[src/rtl/stack_prog_loader_pkg.sv]
// +--------------------------------------------------------------------+
// | stack_prog_loader_pkg: shared opcodes, sizes and FSM state encoding |
// | Rev 1.0                                                             |
// +--------------------------------------------------------------------+
`default_nettype none

package stack_prog_loader_pkg;

  localparam int IMEM_DEPTH = 32;
  localparam int ADDR_W     = 5;
  localparam int WORD_W     = 12;

  localparam logic [3:0] OP_PUSHC = 4'd0;
  localparam logic [3:0] OP_DUP   = 4'd1;
  localparam logic [3:0] OP_DROP  = 4'd2;
  localparam logic [3:0] OP_SWAP  = 4'd3;
  localparam logic [3:0] OP_JMP   = 4'd4;
  localparam logic [3:0] OP_JZ    = 4'd5;
  localparam logic [3:0] OP_ADD   = 4'd6;
  localparam logic [3:0] OP_SUB   = 4'd7;

  typedef enum logic [2:0] {
    S_IDLE  = 3'd0,
    S_HI    = 3'd1,
    S_LO    = 3'd2,
    S_WRITE = 3'd3,
    S_CHK   = 3'd4,
    S_DONE  = 3'd5,
    S_ERR   = 3'd6
  } state_t;

endpackage

`default_nettype wire

[src/rtl/stack_prog_loader_if.sv]
// +--------------------------------------------------------------------+
// | stack_prog_loader_if: byte stream in, instruction-memory port out   |
// | Rev 1.0                                                             |
// +--------------------------------------------------------------------+
`default_nettype none

interface stack_prog_loader_if;
  import stack_prog_loader_pkg::*;

  logic                rx_valid;
  logic [7:0]          rx_data;
  logic                rx_ready;
  logic                im_we;
  logic [ADDR_W-1:0]   im_addr;
  logic [WORD_W-1:0]   im_wdata;
  logic                cpu_rstN;
  logic                done;
  logic                err;

  // slave: the loader itself
  modport slave (
    input  rx_valid, rx_data,
    output rx_ready, im_we, im_addr, im_wdata, cpu_rstN, done, err
  );

  // master: byte source / memory / CPU side
  modport master (
    output rx_valid, rx_data,
    input  rx_ready, im_we, im_addr, im_wdata, cpu_rstN, done, err
  );

endinterface

`default_nettype wire

[src/rtl/stack_prog_loader.sv]
// +--------------------------------------------------------------------+
// | stack_prog_loader: framed byte loader for the stack-machine IMEM    |
// | Rev 1.0                                                             |
// +--------------------------------------------------------------------+
`default_nettype none

module stack_prog_loader
  import stack_prog_loader_pkg::*;
#(
  parameter int IMEM_DEPTH = stack_prog_loader_pkg::IMEM_DEPTH,
  parameter int MAX_OP     = 7
) (
  input  wire logic          clk,
  input  wire logic          rst,
  stack_prog_loader_if.slave bus
);

  localparam logic [7:0] C_MAX_N  = 8'(IMEM_DEPTH);
  localparam logic [3:0] C_MAX_OP = 4'(MAX_OP);

  state_t            r_state;
  state_t            w_next;
  logic [ADDR_W-1:0] r_idx;
  logic [ADDR_W-1:0] r_last;
  logic [7:0]        r_csum;
  logic [3:0]        r_op;
  logic [7:0]        r_val;

  logic w_ready;
  logic w_xfer;
  logic w_count_ok;
  logic w_hi_ok;
  logic w_reload;

  assign w_ready    = (r_state != S_WRITE);
  assign w_xfer     = bus.rx_valid & w_ready;
  assign w_count_ok = (bus.rx_data != 8'd0) && (bus.rx_data <= C_MAX_N);
  assign w_hi_ok    = (bus.rx_data[7:4] == 4'd0) && (bus.rx_data[3:0] <= C_MAX_OP);
  // DONE and ERR behave like IDLE: any accepted byte starts a new frame
  assign w_reload   = (r_state == S_IDLE) || (r_state == S_DONE) || (r_state == S_ERR);

  always_ff @(posedge clk) begin
    if (rst) begin
      r_state <= S_IDLE;
    end else begin
      r_state <= w_next;
    end
  end

  always_comb begin
    w_next = r_state;
    case (r_state)
      S_IDLE, S_DONE, S_ERR: begin
        if (w_xfer) w_next = w_count_ok ? S_HI : S_ERR;
      end
      S_HI: begin
        if (w_xfer) w_next = w_hi_ok ? S_LO : S_ERR;
      end
      S_LO: begin
        if (w_xfer) w_next = S_WRITE;
      end
      S_WRITE: begin
        w_next = (r_idx == r_last) ? S_CHK : S_HI;
      end
      S_CHK: begin
        if (w_xfer) w_next = (bus.rx_data == r_csum) ? S_DONE : S_ERR;
      end
      default: begin
        w_next = S_IDLE;
      end
    endcase
  end

  // r_last holds N-1; the 5-bit subtract maps N=32 onto index 31
  always_ff @(posedge clk) begin
    if (rst) begin
      r_idx  <= '0;
      r_last <= '0;
      r_csum <= 8'd0;
      r_op   <= 4'd0;
      r_val  <= 8'd0;
    end else if (w_reload) begin
      if (w_xfer && w_count_ok) begin
        r_idx  <= '0;
        r_last <= bus.rx_data[ADDR_W-1:0] - 5'd1;
        r_csum <= bus.rx_data;
      end
    end else if (r_state == S_HI) begin
      if (w_xfer && w_hi_ok) begin
        r_op   <= bus.rx_data[3:0];
        r_csum <= r_csum ^ bus.rx_data;
      end
    end else if (r_state == S_LO) begin
      if (w_xfer) begin
        r_val  <= bus.rx_data;
        r_csum <= r_csum ^ bus.rx_data;
      end
    end else if (r_state == S_WRITE) begin
      r_idx <= r_idx + 5'd1;
    end
  end

  assign bus.rx_ready = w_ready;
  assign bus.im_we    = (r_state == S_WRITE);
  assign bus.im_addr  = r_idx;
  assign bus.im_wdata = {r_op, r_val};
  assign bus.cpu_rstN = (r_state == S_DONE);
  assign bus.done     = (r_state == S_DONE);
  assign bus.err      = (r_state == S_ERR);

endmodule

`default_nettype wire

[src/flat_wrapper.sv]
// flat-port wrapper written by rule: the top's interface ports become plain ports
module stack_prog_loader_flat import stack_prog_loader_pkg::*;
#(
  parameter int IMEM_DEPTH = stack_prog_loader_pkg::IMEM_DEPTH,
  parameter int MAX_OP     = 7
)
  (clk, rst, bus_rx_valid, bus_rx_data, bus_rx_ready, bus_im_we, bus_im_addr, bus_im_wdata, bus_cpu_rstN, bus_done, bus_err);
  stack_prog_loader_if bus_i ();
  input  wire logic clk;
  input  wire logic rst;
  input wire logic [$bits(bus_i.rx_valid)-1:0] bus_rx_valid;
  input wire logic [$bits(bus_i.rx_data)-1:0] bus_rx_data;
  output wire logic [$bits(bus_i.rx_ready)-1:0] bus_rx_ready;
  output wire logic [$bits(bus_i.im_we)-1:0] bus_im_we;
  output wire logic [$bits(bus_i.im_addr)-1:0] bus_im_addr;
  output wire logic [$bits(bus_i.im_wdata)-1:0] bus_im_wdata;
  output wire logic [$bits(bus_i.cpu_rstN)-1:0] bus_cpu_rstN;
  output wire logic [$bits(bus_i.done)-1:0] bus_done;
  output wire logic [$bits(bus_i.err)-1:0] bus_err;
  assign bus_i.rx_valid = bus_rx_valid;
  assign bus_i.rx_data = bus_rx_data;
  assign bus_rx_ready = bus_i.rx_ready;
  assign bus_im_we = bus_i.im_we;
  assign bus_im_addr = bus_i.im_addr;
  assign bus_im_wdata = bus_i.im_wdata;
  assign bus_cpu_rstN = bus_i.cpu_rstN;
  assign bus_done = bus_i.done;
  assign bus_err = bus_i.err;
  stack_prog_loader #(.IMEM_DEPTH(IMEM_DEPTH), .MAX_OP(MAX_OP)) u_core (.clk(clk), .rst(rst), .bus(bus_i));
endmodule
[config.mk]
export PLATFORM = sky130hd
export DESIGN_NAME = stack_prog_loader_flat
export DESIGN_NICKNAME = d
export VERILOG_FILES = /design/src/rtl/stack_prog_loader_pkg.sv /design/src/rtl/stack_prog_loader_if.sv /design/src/rtl/stack_prog_loader.sv /design/src/flat_wrapper.sv
export SDC_FILE = /design/constraint.sdc
export NUM_CORES = 1
export LEC_CHECK = 0
export ABC_AREA = 1
export BUFFER_PORTS_ARGS = -buffer_cell sky130_fd_sc_hd__buf_2
export CAP_MARGIN = 15
export CORE_ASPECT_RATIO = 0.6
export CORE_MARGIN = 3
export CORE_UTILIZATION = 55
export CTS_CLUSTER_SIZE = 8
export DETAILED_ROUTE_END_ITERATION = 10
export PLACE_DENSITY = 0.79
export SYNTH_ARGS = -nofsm -noshare
export SYNTH_HDL_FRONTEND = slang
export SYNTH_SLANG_ARGS = --single-unit
[constraint.sdc]
create_clock -name clk -period 2.2 [get_ports clk]
set_input_delay 0.55 -clock clk [delete_from_list [all_inputs] [get_ports clk]]
set_output_delay 0.55 -clock clk [all_outputs]
set_load 0.005 [all_outputs]
## After elaboration in Yosys (flattened, before gate mapping)

Index checks and enable logic that the tools add are counted.

- Output and inout port bits: 22
- Register bits after elaboration: 33
- Word-level logic and storage cells: 70

- Mux-type cells: 20
- Order comparisons: 2
- Reductions and logical operators: 19
- $add $sub $neg: 2
- Bitwise operators: 4
- Eq/ne operators: 17

Operators by type and width:

| cell | number |
|---|---|
| two-way mux 8 bit | 6 |
| two-way mux 5 bit | 5 |
| two-way mux 3 bit | 7 |
| AND reduction 4 bit | 4 |
| case mux 3 bit (5 select lines) | 1 |
| inequality test 2 x 1 -> 1 bit (second input constant) | 6 |
| equality test 3 bit (second input constant) | 3 |
| equality test 8 bit | 1 |
| less-or-equal comparator 8 x 6 -> 1 bit (second input constant) | 1 |
| nonzero test 8 bit | 1 |
| XOR 8 bit | 1 |
| equality test 3 x 2 -> 1 bit (second input constant) | 2 |
| inequality test 3 x 2 -> 1 bit (second input constant) | 2 |
| nonzero test 3 bit | 2 |
| adder 5 x 1 -> 5 bit (second input constant) | 1 |
| equality test 5 bit | 1 |
| subtractor 5 x 1 -> 5 bit (second input constant) | 1 |
| less-or-equal comparator 4 x 3 -> 1 bit (second input constant) | 1 |
| logical AND 1 bit | 4 |
| zero test 4 bit | 1 |
| equality test 3 x 1 -> 1 bit (second input constant) | 1 |
| zero test 3 bit | 1 |
| AND reduction 3 bit | 1 |
| OR reduction 3 bit | 1 |
| other kinds (7) | 9 |

## Depth between registers and ports, before layout

- Depth after elaboration: 6
- Mapped depth: 11

## Worst setup path before layout

OpenSTA, ideal clock, no wires.

- Path kind: input to register
- From: input bus_rx_data[0]
- To: register u_core.r_state[2]
- Cell stages on the path: 11
- Path buffers: 1
- Setup slack: 0.472 ns
- Arrival: 1.600 ns
- Cells stage by stage: inv_1 ha_1 nand3_1 nand2_1 inv_1 nand2_1 nand2_1 buf_2 nand2_1 o21ai_0 a21oi_1

- Cells in the longest elaborated chain, start to end: 5
- Elaborated cells on any way between the ends: 10

Ends and longest elaborated chain:

| item | line | text |
|---|---|---|
| from (decl) | flat_wrapper.sv:12 | `input wire logic [$bits(bus_i.rx_data)-1:0] bus_rx_data;` |
| less-or-equal comparator 8 x 6 -> 1 bit, or another cell as far along | stack_prog_loader.sv:37 | `assign w_count_ok = (bus.rx_data != 8'd0) && (bus.rx_data <= C_MAX_N);` |
| logical AND 1 bit, on equally long branches | stack_prog_loader.sv:37, stack_prog_loader.sv:38 |  |
| two-way mux 3 bit, on equally long branches (2 in series) | stack_prog_loader.sv:54, stack_prog_loader.sv:57 |  |
| case mux 3 bit (5 select lines) * | stack_prog_loader.sv:52 | `case (r_state)` |
| to (signal assigned) | stack_prog_loader.sv:46 | `r_state <= w_next;` |
| to (decl) | stack_prog_loader.sv:21 | `state_t r_state;` |

Every way passes the cells marked *; elsewhere a longest branch is shown, timed or not. The select of a mux whose other input is x is not followed.
A chain may end at the register's enable or synchronous reset.

## Final worst setup path

- From: register u_core.r_state[0]
- To: output bus_rx_ready

- Cells in the longest elaborated chain, start to end: 1

Ends and longest elaborated chain:

| item | line | text |
|---|---|---|
| inequality test 3 x 2 -> 1 bit | stack_prog_loader.sv:35 | `assign w_ready = (r_state != S_WRITE);` |
| to (decl) | flat_wrapper.sv:13 | `output wire logic [$bits(bus_i.rx_ready)-1:0] bus_rx_ready;` |

Every way passes these cells.

==> reports/results.txt <==
combined area of all synthesized cells -> 1904 um^2
number of standard cells in the final layout excluding fillers -> 370
buffer depth of the longest clock path -> 2
Die Ht -> 51.58 um
combinational cell fraction of total power -> 0.261
final weighted congestion in routability-driven placement -> 0.8524
CTS tree -> built
syn nets -> 303
post-route antenna net violation count -> 0
worst r2r path cells -> 8
reg-to-reg critical path startpoint -> u_core.r_state[1]$_SDFFE_PP0P_
RSZ-0062 raised after global routing -> false
worst clock skew -> 0.01090 ns
dominant cells by area after synthesis -> sky130_fd_sc_hd__dfxtp_1 (35%), sky130_fd_sc_hd__nand2_1 (16%), sky130_fd_sc_hd__nor2_1 (6.9%)
leak pwr -> 1.125 nW
estimated wirelength of the detail-placed design -> 3491 um
final critical-path share of the clock period -> 0.8518
Seq/Total Area, Yosys -> 0.3469
number of library cell types mapped by synthesis -> 26
maximum number of pins on one net before global-route repair -> 24
number of buffers inserted by post-CTS setup repair -> 0
wire length of the first global-routing pass -> 7969 um
CP max FO -> 8
number of DRC markers in iteration 0 -> 132
worst slew margin relative to its limit -> 0.6027
hold-fix buffer count after cts -> 0
clock root buffer -> sky130_fd_sc_hd__clkbuf_8
antenna violations before repair -> 0
biggest area consumer among synthesized cells -> sky130_fd_sc_hd__dfxtp_1
launch point of the worst hold path -> u_core.r_op[3]$_SDFFE_PP0P_
number of flip-flops and latches in the synthesized netlist -> 33
endpoints failing setup -> 0
sink count of the clock tree -> 33
# DRC -> 0
launching element of the worst setup path -> u_core.r_state[0]$_SDFFE_PP0P_
Syn-to-layout area delta -> 16.69%
final net count -> 342
number of diodes added for antenna fixing -> 0
Worst-Skew Late Latency -> 0.29 ns
prevailing post-synth register cell -> sky130_fd_sc_hd__dfxtp_1
clock transition time at the flip-flop clock pins of the worst setup and hold paths -> 0.07 ns
worst reg2reg endpoint -> u_core.r_csum[0]$_SDFFE_PP0P_
part of the total power dissipated in sequential elements -> 0.437
family of cells with the greatest summed delay on the critical path -> flip-flops
worst hold path class -> reg2reg
fraction of final layout cells sized beyond drive strength 1 -> 0.1890
Ys Warns -> 0
outcome -> finished, final reports clean
internal power of the cells -> 1.046 mW
Post-Route Setup TNS -> 0 ns
P per Cell Area -> 704.8 nW/um^2
total global-route track usage -> 0.2526
num rows -> 15
cell count after placement -> 363
Commonest cells post-synth -> sky130_fd_sc_hd__nand2_1 (82), sky130_fd_sc_hd__nor2_1 (35), sky130_fd_sc_hd__dfxtp_1 (33)
effective utilization at floorplan -> 0.6187
utilization of the core after routing -> 0.7220
worst endpoint required time -> 1.65 ns
Sw Pwr -> 0.5199 mW
Cell Chain, Critical Path -> nand2_1 -> nor2_4 -> inv_4 -> buf_2
final number of hold-violating endpoints -> 0
worst reg-to-reg setup slack -> 0.39 ns
count of vias placed by the detailed router -> 1908
count of pins over their slew limit -> 0
sink of the worst hold path -> u_core.r_op[3]$_SDFFE_PP0P_
Data arrival, critical path -> 1.32 ns
share of flip-flops with an asynchronous set or reset after synthesis -> 0
Worst-Margin Slew -> 0.5953 ns
maximum clock frequency -> 533.6 MHz
total global routing overflow -> 0
Switching Share -> 0.3319
CP max stage cell -> sky130_fd_sc_hd__dfxtp_1
number of enable flip-flop cells after synthesis -> 0
mean routed wirelength per cell -> 12.75 um
largest voltage drop on the vdd net -> 0.4463 mV
number of gates given a new drive strength after cts -> 0
fin crit period -> 1.874 ns
number of port buffers -> 32
die area -> 4228 um^2
Critical path buffers and inverters -> 2
drt first pass iters -> 6
Cells on Worst Hold Path -> 2
CP Class -> reg2out
gate count after technology mapping -> 289
via-per-instance ratio -> 5.157
number of H-tree levels -> 2
final wirelength -> 4719 um
via count of the first global-routing pass -> 1664
post-synthesis average cell area -> 6.589 um^2
startpoint class of the critical path -> register
CP peak stage delay -> 0.43 ns
Die X -> 81.97 um
number of CTS-inserted buffers -> 5
fraction of post-synthesis cell area in the top cell type by area -> 0.3469
element type at the critical path end -> output pin
library cell with the highest instance count after synthesis -> sky130_fd_sc_hd__nand2_1
area of the core -> 3078 um^2
# Max-Cap Violations -> 0
clock network fraction of total power -> 0.302
I/O pin total -> 33
## registers in the layout, indices dropped and copies added, names as in the netlist
name	count
u_core.r_val	8
u_core.r_last	5
u_core.bus.im_addr	5
u_core.r_csum	8
u_core.r_op	4
u_core.r_state	3
## layer usage
layer,global-route usage,wire length (um),vias up,share of wire
li1,-,-,990,-
met4,0.06630,46,0,0.0097
met2,0.3405,1790,75,0.38
met1,0.4006,2460,836,0.52
met3,0.04671,422,7,0.089
met5,0,0,-,0
## per-stage QoR
stage          power [mW]  setup slack, ns  area [um^2]  hold WS [ns]
2_1_floorplan      0.9927           0.4723         1904        0.4411
3_5_place_dp        1.097           0.2144         2132        0.4410
3_3_place_gp        1.089           0.3010         2132        0.4357
5_1_grt             1.650           0.1827         2222        0.4706
6_report            1.566           0.3260         2222        0.4576
4_1_cts             1.566           0.3280         2222        0.4568
## layout by cell type (no fill, tap or decap)
cell type	Yosys	final
sky130_fd_sc_hd__nand2_1	82	82
sky130_fd_sc_hd__nor2_1	35	35
sky130_fd_sc_hd__dfxtp_1	33	33
sky130_fd_sc_hd__inv_1	32	32
sky130_fd_sc_hd__buf_2	3	32
sky130_fd_sc_hd__o21ai_0	26	26
sky130_fd_sc_hd__a21oi_1	25	25
sky130_fd_sc_hd__nand3_1	13	13
sky130_fd_sc_hd__nand3b_1	9	9
sky130_fd_sc_hd__buf_4	1	8
sky130_fd_sc_hd__clkbuf_8	0	6
sky130_fd_sc_hd__xor2_1	5	5
sky130_fd_sc_hd__nor2_4	3	3
sky130_fd_sc_hd__inv_2	3	3
sky130_fd_sc_hd__ha_1	3	3
sky130_fd_sc_hd__nand3_2	2	2
sky130_fd_sc_hd__nor3_4	2	2
sky130_fd_sc_hd__inv_4	1	1
sky130_fd_sc_hd__xnor2_1	1	1
sky130_fd_sc_hd__nand2_4	1	1
sky130_fd_sc_hd__nor2_2	1	1
sky130_fd_sc_hd__nor3b_4	1	1
sky130_fd_sc_hd__nand2_2	1	1
sky130_fd_sc_hd__o21bai_1	1	1
sky130_fd_sc_hd__nor3b_1	1	1
sky130_fd_sc_hd__clkinvlp_4	0	1
## cell type report
cell class / instances / area (um^2)
well taps: 42 / 52.55
fillers: 260 / 855.8
repair buffers: 40 / 220.2
clock inverters: 1 / 7.507
flip-flops and latches: 33 / 660.6
clock buffers: 6 / 82.58
multi-input cells: 212 / 1061
inverters: 36 / 137.6
## worst reg2reg max path: stages, from the launching register on
cell	delay, ns
sky130_fd_sc_hd__dfxtp_1	0.35
sky130_fd_sc_hd__inv_1	0.08
sky130_fd_sc_hd__nor2_1	0.16
sky130_fd_sc_hd__nand2_1	0.11
sky130_fd_sc_hd__nand3_2	0.28
sky130_fd_sc_hd__nor2_1	0.18
sky130_fd_sc_hd__nor3b_4	0.41
sky130_fd_sc_hd__nor2_1	0.10
sky130_fd_sc_hd__nor2_1	0.09
## power by group through the flow
stage / combinational, mW / clock (mW) / sequential, mW
2_1_floorplan: 0.304 / 0 / 0.688
3_3_place_gp: 0.394 / 0 / 0.694
3_5_place_dp: 0.402 / 0 / 0.695
4_1_cts: 0.405 / 0.478 / 0.682
5_1_grt: 0.462 / 0.500 / 0.689
6_report: 0.409 / 0.473 / 0.684
## how the worst max path moves through the flow
stage	endpoint	slack (ns)	depth (start not counted)
floorplan	u_core.r_state[2]$_SDFFE_PP0P_	0.47	11
global placement	u_core.r_csum[2]$_SDFFE_PP0P_	0.30	11
detailed placement	u_core.r_csum[0]$_SDFFE_PP0P_	0.21	11
CTS	bus_rx_ready	0.33	4
global route	u_core.r_csum[0]$_SDFFE_PP0P_	0.18	8
finish	bus_rx_ready	0.33	4
## logic make-up (layout without fill, tap and decap cells)
group,count (synthesis),after routing,share of synthesized area
AOI/OAI and AO/OA,52,52,0.1380
DFF,33,33,0.3469
xor gates and xnor gates,6,6,0.02760
and+or+nand+nor,151,151,0.3719
buffers and inverters,44,83,0.09593
adders and majority gates,3,3,0.01971
Power figures use the tool's default switching activity.
